`src/rtl/memory_access_stage.sv`:
```
// Memory-access pipeline stage: registers one ALU result, runs load/store with bounded wait, emits write-back bundle.
// Latency 1 cycle (non-memory/illegal) or ack/timeout + 1; InReady only when IDLE or HOLD draining with OutReady.
module memory_access_stage #(
    parameter int TIMEOUT_CYCLES = 16
) (
    input  logic        ClockInput,
    input  logic        ResetInputN,
    input  logic        InValid,
    output logic        InReady,
    input  logic [31:0] AluResult,
    input  logic [31:0] StoreData,
    input  logic [4:0]  DestReg,
    input  logic        MemRead,
    input  logic        MemWrite,
    input  logic        RegWrite,
    input  logic        Branch,
    input  logic        ZeroFlag,
    output logic        MemReq,
    output logic        MemWe,
    output logic [31:0] MemAddr,
    output logic [31:0] MemWData,
    input  logic        MemAck,
    input  logic [31:0] MemRData,
    output logic        OutValid,
    input  logic        OutReady,
    output logic [31:0] OutData,
    output logic [4:0]  OutDestReg,
    output logic        OutRegWrite,
    output logic        BranchTaken,
    output logic        MemError
);
    localparam int CW = (TIMEOUT_CYCLES > 1) ? $clog2(TIMEOUT_CYCLES) : 1;
    localparam logic [CW-1:0] LAST_CNT = CW'(TIMEOUT_CYCLES - 1);

    typedef enum logic [1:0] {IDLE, ACCESS, HOLD} state_t;

    state_t        state;
    logic [CW-1:0] cnt;
    logic          regwrite_q;
    logic          accept;
    logic          is_mem;
    logic          legal;

    assign InReady = ResetInputN & ((state == IDLE) | ((state == HOLD) & OutReady));
    assign accept  = InValid & InReady;
    assign is_mem  = MemRead | MemWrite;
    assign legal   = (MemRead ^ MemWrite) & (AluResult[1:0] == 2'b00);

    always_ff @(posedge ClockInput or negedge ResetInputN) begin
        if (!ResetInputN) begin
            state       <= IDLE;
            cnt         <= '0;
            regwrite_q  <= 1'b0;
            MemReq      <= 1'b0;
            MemWe       <= 1'b0;
            MemAddr     <= '0;
            MemWData    <= '0;
            OutValid    <= 1'b0;
            OutData     <= '0;
            OutDestReg  <= '0;
            OutRegWrite <= 1'b0;
            BranchTaken <= 1'b0;
            MemError    <= 1'b0;
        end else begin
            BranchTaken <= 1'b0;
            MemError    <= 1'b0;
            if (accept) begin
                BranchTaken <= Branch & ZeroFlag;
                OutDestReg  <= DestReg;
                OutData     <= AluResult;
                if (!is_mem) begin
                    OutRegWrite <= RegWrite;
                    OutValid    <= 1'b1;
                    state       <= HOLD;
                end else if (legal) begin
                    MemAddr    <= AluResult;
                    MemWData   <= StoreData;
                    MemWe      <= MemWrite;
                    MemReq     <= 1'b1;
                    regwrite_q <= RegWrite;
                    cnt        <= '0;
                    OutValid   <= 1'b0;
                    state      <= ACCESS;
                end else begin
                    MemError    <= 1'b1;
                    OutRegWrite <= 1'b0;
                    OutValid    <= 1'b1;
                    state       <= HOLD;
                end
            end else if (state == HOLD) begin
                if (OutReady) begin
                    OutValid <= 1'b0;
                    state    <= IDLE;
                end
            end else if (state == ACCESS) begin
                // An ack arriving on the final allowed cycle still completes normally.
                if (MemAck) begin
                    MemReq      <= 1'b0;
                    OutValid    <= 1'b1;
                    state       <= HOLD;
                    if (!MemWe) begin
                        OutData     <= MemRData;
                        OutRegWrite <= regwrite_q;
                    end else begin
                        OutRegWrite <= 1'b0;
                    end
                end else if (cnt == LAST_CNT) begin
                    MemReq      <= 1'b0;
                    MemError    <= 1'b1;
                    OutRegWrite <= 1'b0;
                    OutValid    <= 1'b1;
                    state       <= HOLD;
                end else begin
                    cnt <= cnt + CW'(1);
                end
            end
        end
    end
endmodule

```
`config.mk`:
```
export PLATFORM = sky130hd
export DESIGN_NAME = memory_access_stage
export DESIGN_NICKNAME = d
export VERILOG_FILES = /design/src/rtl/memory_access_stage.sv
export SDC_FILE = /design/constraint.sdc
export NUM_CORES = 1
export LEC_CHECK = 0
export CAP_MARGIN = 20
export CORE_MARGIN = 5
export CORE_UTILIZATION = 30
export CTS_BUF_LIST = sky130_fd_sc_hd__clkbuf_4
export CTS_CLUSTER_DIAMETER = 80
export DETAILED_ROUTE_END_ITERATION = 6
export GPL_TIMING_DRIVEN = 0
export MAX_ROUTING_LAYER = met4
export SLEW_MARGIN = 20
export SYNTH_ARGS = -nofsm -noshare
export SYNTH_HDL_FRONTEND = slang
export SYNTH_SLANG_ARGS = --single-unit
```
`constraint.sdc`:
```
create_clock -name ClockInput -period 1.8 [get_ports ClockInput]
set_clock_uncertainty 0.1 [all_clocks]
set_input_delay 0.45 -clock ClockInput [delete_from_list [all_inputs] [get_ports ClockInput]]
set_output_delay 0.45 -clock ClockInput [all_outputs]
set_load 0.005 [all_outputs]
```
======== Word-level counts from Yosys, hierarchy flattened ========
Cells that the tools add are included.
storage, ports and cells
  bits in registers ....................... 114
  bits of input ports ..................... 111
  output and inout bits ................... 108
  logic and storage cells ................. 95
cells by class
  add/sub/neg operators ................... 1
  eq/ne operators ......................... 11
  muxes and demuxes ....................... 49
  bitwise gates (word level) .............. 8
  reductions and logical operators ........ 13
operators by type and width
  kind                                                                      count
  32-bit two-way mux                                                        5
  1-bit two-way mux                                                         29
  4-bit two-way mux                                                         7
  2-bit two-way mux                                                         8
  2-bit by 1-bit inequality test with 1-bit output (second input constant)  4
  4-bit AND reduction                                                       2
  3-bit inequality test (second input constant)                             2
  3-bit AND reduction                                                       2
  6-bit AND reduction                                                       1
  3-bit nonzero test                                                        2
  1-bit bitwise AND                                                         5
  5-bit AND reduction                                                       1
  4-bit by 1-bit adder with 4-bit output (second input constant)            1
  4-bit == test (second input constant)                                     1
  2-bit zero test                                                           2
  2-bit inequality test (second input constant)                             2
  2-bit nonzero test                                                        2
  4-bit nonzero test                                                        1
  2-bit by 1-bit == test with 1-bit output (second input constant)          1
  2-bit == test (second input constant)                                     1
  1-bit bitwise OR                                                          2
  1-bit bitwise XOR                                                         1

======== Depth between registers and ports, before layout ========
  depth after elaboration ................. 7
  mapped depth ............................ 7
  mapped depth without buffers ............ 6

======== Worst setup path after synthesis ========
Ideal clock, no wire load.
  kind .................................... input to register
  start point ............................. input port MemWrite
  end point ............................... register MemAddr[10]
  library setup time ...................... 0.125 ns
  arrival time ............................ 1.767 ns
  required time ........................... 1.575 ns
  slack ................................... -0.192 ns
  stages .................................. 6
  buffers on the path ..................... 1
  path through ............................ inv_1 -> ha_1 -> nor4b_4 -> nand4_4 -> buf_6 -> mux2_4
on the way
  word-level cells in the longest chain between the ends .. 3
  elaborated cells between the ends (all ways) .. 4
  classes of those cells .................. bitwise (3); reduce/logical (1)
ends and longest elaborated chain
  element                                   line  RTL
  start: declaration                        14    input logic MemWrite,
  1-bit bitwise XOR                         47    assign legal = (MemRead ^ MemWrite) & (AluResult[1:0] == 2'b00);
  1-bit bitwise AND                         47
  3-bit AND reduction (no source line) (*)  --
  end signal: assignment                    76    MemAddr <= AluResult;
  end: declaration                          20    output logic [31:0] MemAddr,
Mark *: on every way between the ends. The rest lies on a longest branch, timed or not.
A chain may end at the register's enable or synchronous reset.

======== Worst setup path after layout ========
  start point ............................. register state[0]
  end point ............................... output port InReady
on the way
  word-level cells in the longest chain between the ends .. 4
  elaborated cells between the ends (all ways) .. 5
  classes of those cells .................. eq/ne (1); bitwise (3); reduce/logical (1)
ends and longest elaborated chain
  element                   line  RTL
  start: declaration        37    state_t state;
  start signal: assignment  51    state <= IDLE;
  start signal: assignment  74    state <= HOLD;
  start signal: assignment  83    state <= ACCESS;
  2-bit == test             44    assign InReady = ResetInputN & ((state == IDLE) | ((state == HOLD) & OutReady));
  1-bit bitwise AND         44
  1-bit bitwise OR (*)      44
  1-bit bitwise AND (*)     44
  end: declaration          9     output logic InReady,
Marked as above.

==> flow_summary.toml <==
[status]
outcome = "complete, but fails checks"
violations = "hold timing, setup timing"

[synth]
synthFlopType = "dfrtp_1"
synth_edf_count = 0
ys_warn_count = 0
yosys_register_bits = 113
yosysTopAreaCellShare = 0.577
synth.distinct_cells = 33
synth_common_cells = "dfrtp_1 (113), mux2_4 (60), nand2_1 (53)"
synth.most_common_cell = "dfrtp_1"
synth_nets = 473
avgSynthCellArea_sq_um = 13.6
yosysTopAreaCell = "dfrtp_1"
synth_area_sq_um = 4900
syn_inst = 360
async_flop_share = 1.00
synth-seq-area-share = 0.577
synth_area_leaders = "dfrtp_1 (58%), mux2_4 (18%), mux2i_1 (6.1%)"

[run]
maxCapViolations = 0

[routing]
totalWireLength_microns = 14900
wire_per_inst_microns = 16.9
post_drt_via_cell_ratio = 4.47
drc_errors = 0
first_iter_violations = 131
vias = 3945
first_pass_iters = 4
ant_nets = 0

[grt]
antenna_found_initial = 0
grt_pass1_wl_microns = 22600
grt_remaining_overflow = 0
grt_start_max_net_pins = 69
grt_use_total = 0.160
grt_pass1_vias = 4272

[setup_path]
crit_path_end_kind = "primary output"
criticalPathCategory = "reg2out"
required_ns = 1.25
arrival_ns = 1.32
startpoint_type = "register"
path_max_fanout = 4

[timing]
setup_slack_ns = -0.0739
timing.final.crit_period_ns = 1.87
rsz0062_at_grt = "yes"
fin_hold_ws_ns = -0.247
worst_slew_pin_slew_ns = 0.465
timing.final.crit_share = 1.04
max_freq_mhz = 534
slew_headroom = 0.690
hold_viol_final = 45
slew_viol_final = 0
fin_setup_tns_ns = -0.0739
setup_viol = 1

[power_and_ir_drop]
p_leak_uw = 0.00388
p_per_area_nw_per_um2 = 1030
ir_worst_vdd_uv = 468

[layout]
fin_cells = 882
antenna_cells = 0
synthToLayoutAreaGrowth_pct = 67.6
drive_above_1_share = 0.294
final_nets = 767

[floorplanning]
die_y_microns = 138
dieArea_sq_um = 19000
initial_core_util = 0.307
boundaryPins = 219
core_area_sq_um = 15900
die_w_microns = 138
rows = 46

[clock_network]
insertion_delay_ns = 0.52
cts.path.max_buffers = 2
cts_tree = "built"
htreeDepth = 4
clk_pin_slew_ns = 0.10
cts_buffers = 17
cts.sinks = 113
cts_root_buffer = "clkbuf_4"

[worst_hold_path]
hold_class = "in2async"

[place]
portBuffers = 218
pre_cts_ws_ns = -1.08
dp_cells = 795
gp_congestion = 0.779
hpwl_microns = 10600
==> power by group <==
group | total, uW | switching (uW) | leakage [uW] | internal (uW)
Combinational | 2830 | 911 | 0.00231 | 1920
Sequential | 3560 | 385 | 0.00142 | 3180
Clock | 2070 | 986 | 0.000156 | 1090
Total | 8470 | 2280 | 0.00388 | 6190
==> registers in the layout, indices dropped and copies added (netlist names), 4 cells and up <==
register / cells
cnt: 4
OutData: 32
MemWData: 32
MemAddr: 32
OutDestReg: 5
==> cells in the final DEF (no fill, tap or decap), drive strengths merged <==
| cell | instances |
|---|---|
| nor4 | 1 |
| nand2b | 3 |
| mux2 | 63 |
| dlymetal6s2s | 2 |
| dfrtp | 113 |
| clkbuf | 38 |
| o32ai | 1 |
| and3 | 2 |
| a211oi | 1 |
| clkdlybuf4s50 | 105 |
| o211ai | 2 |
| clkinvlp | 3 |
| a311oi | 1 |
| ha | 2 |
| nand3 | 7 |
| a31oi | 1 |
| o21ai | 37 |
| nor2b | 1 |
| nor3 | 1 |
| and2 | 3 |
| inv | 4 |
| clkinv | 6 |
| dlygate4sd2 | 1 |
| nor3b | 2 |
| nand2 | 53 |
| or4 | 1 |
| bufinv | 4 |
| a21o | 1 |
| a22oi | 2 |
| nand3b | 3 |
| clkdlybuf4s15 | 95 |
| nor4b | 1 |
| nand4 | 1 |
| mux2i | 30 |
| buf | 72 |
| nor2 | 3 |
==> per-stage QoR <==
| stage | util | total power (uW) | instance area [sq um] |
|---|---|---|---|
| global placement | 0.464 | 6280 | 7390 |
| detailed placement | 0.465 | 6340 | 7420 |
| global route | 0.515 | 8960 | 8220 |
| floorplan | - | 4510 | 4940 |
| CTS | 0.501 | 8380 | 7980 |
| finish | 0.515 | 8470 | 8220 |
==> final timing paths <==
path,cells past startpoint,slack (ns),from,endpoint
worst max-delay path,3,-0.07,state[0]$_DFFE_PN0P_,InReady
worst min-delay path,1,-0.25,ResetInputN,MemWData[14]$_DFFE_PN0P_
worst max register to register,7,0.02,OutValid$_DFFE_PN0P_,OutData[5]$_DFFE_PN0P_
worst min register to register,2,0.39,OutDestReg[0]$_DFFE_PN0P_,OutDestReg[0]$_DFFE_PN0P_
max in group asynchronous,2,1.17,ResetInputN,OutData[4]$_DFFE_PN0P_
min in group ClockInput,3,0.15,MemWrite,MemWe$_DFFE_PN0P_
==> area by class of cell <==
type	instances	area, sq um
Multi-Input combinational cell	223	1970
Timing Repair Buffer	275	2610
Inverter	4	32.5
Tap cell	216	270
Fill cell	1435	7730
Sequential cell	113	2830
Buffer	20	198
Clock buffer	18	135
Clock inverter	13	169
==> routing by layer <==
metal	track usage	share of wire	vias to the layer above
met5	-	0	-
li1	-	-	1847
met3	0.0573	0.077	13
met1	0.188	0.42	1942
met2	0.262	0.49	143
met4	0.0406	0.0083	0
==> critical path, cell delays in order (launching register included) <==
cell     delay [ns]
dfrtp_2        0.44
nor2b_4        0.14
and2_4         0.15
buf_6          0.08
==> kinds of logic (layout without fill, tap and decap cells) <==
family / count (synthesis) / count (layout) / share of synthesized area
flip-flops: 113 / 113 / 0.577
multiplexers: 93 / 93 / 0.252
AND/OR/NAND/NOR: 82 / 82 / 0.0827
AO/OA/AOI/OAI: 46 / 46 / 0.0518
buffers and inverters: 24 / 330 / 0.0314
adder cells (fa/ha/maj): 2 / 2 / 0.00511
==> what timing repair did <==
| action | CTS | global route |
|---|---|---|
| setup buffers | 38 | 17 |
| gates resized for setup | 180 | 108 |
| endpoints found under the hold margin | 45 | 45 |
| setup endpoints to repair | 215 | 157 |
| cloned | 0 | 1 |
| pin swaps | 3 | 5 |
Note: power is estimated with default switching activity, not from simulation.
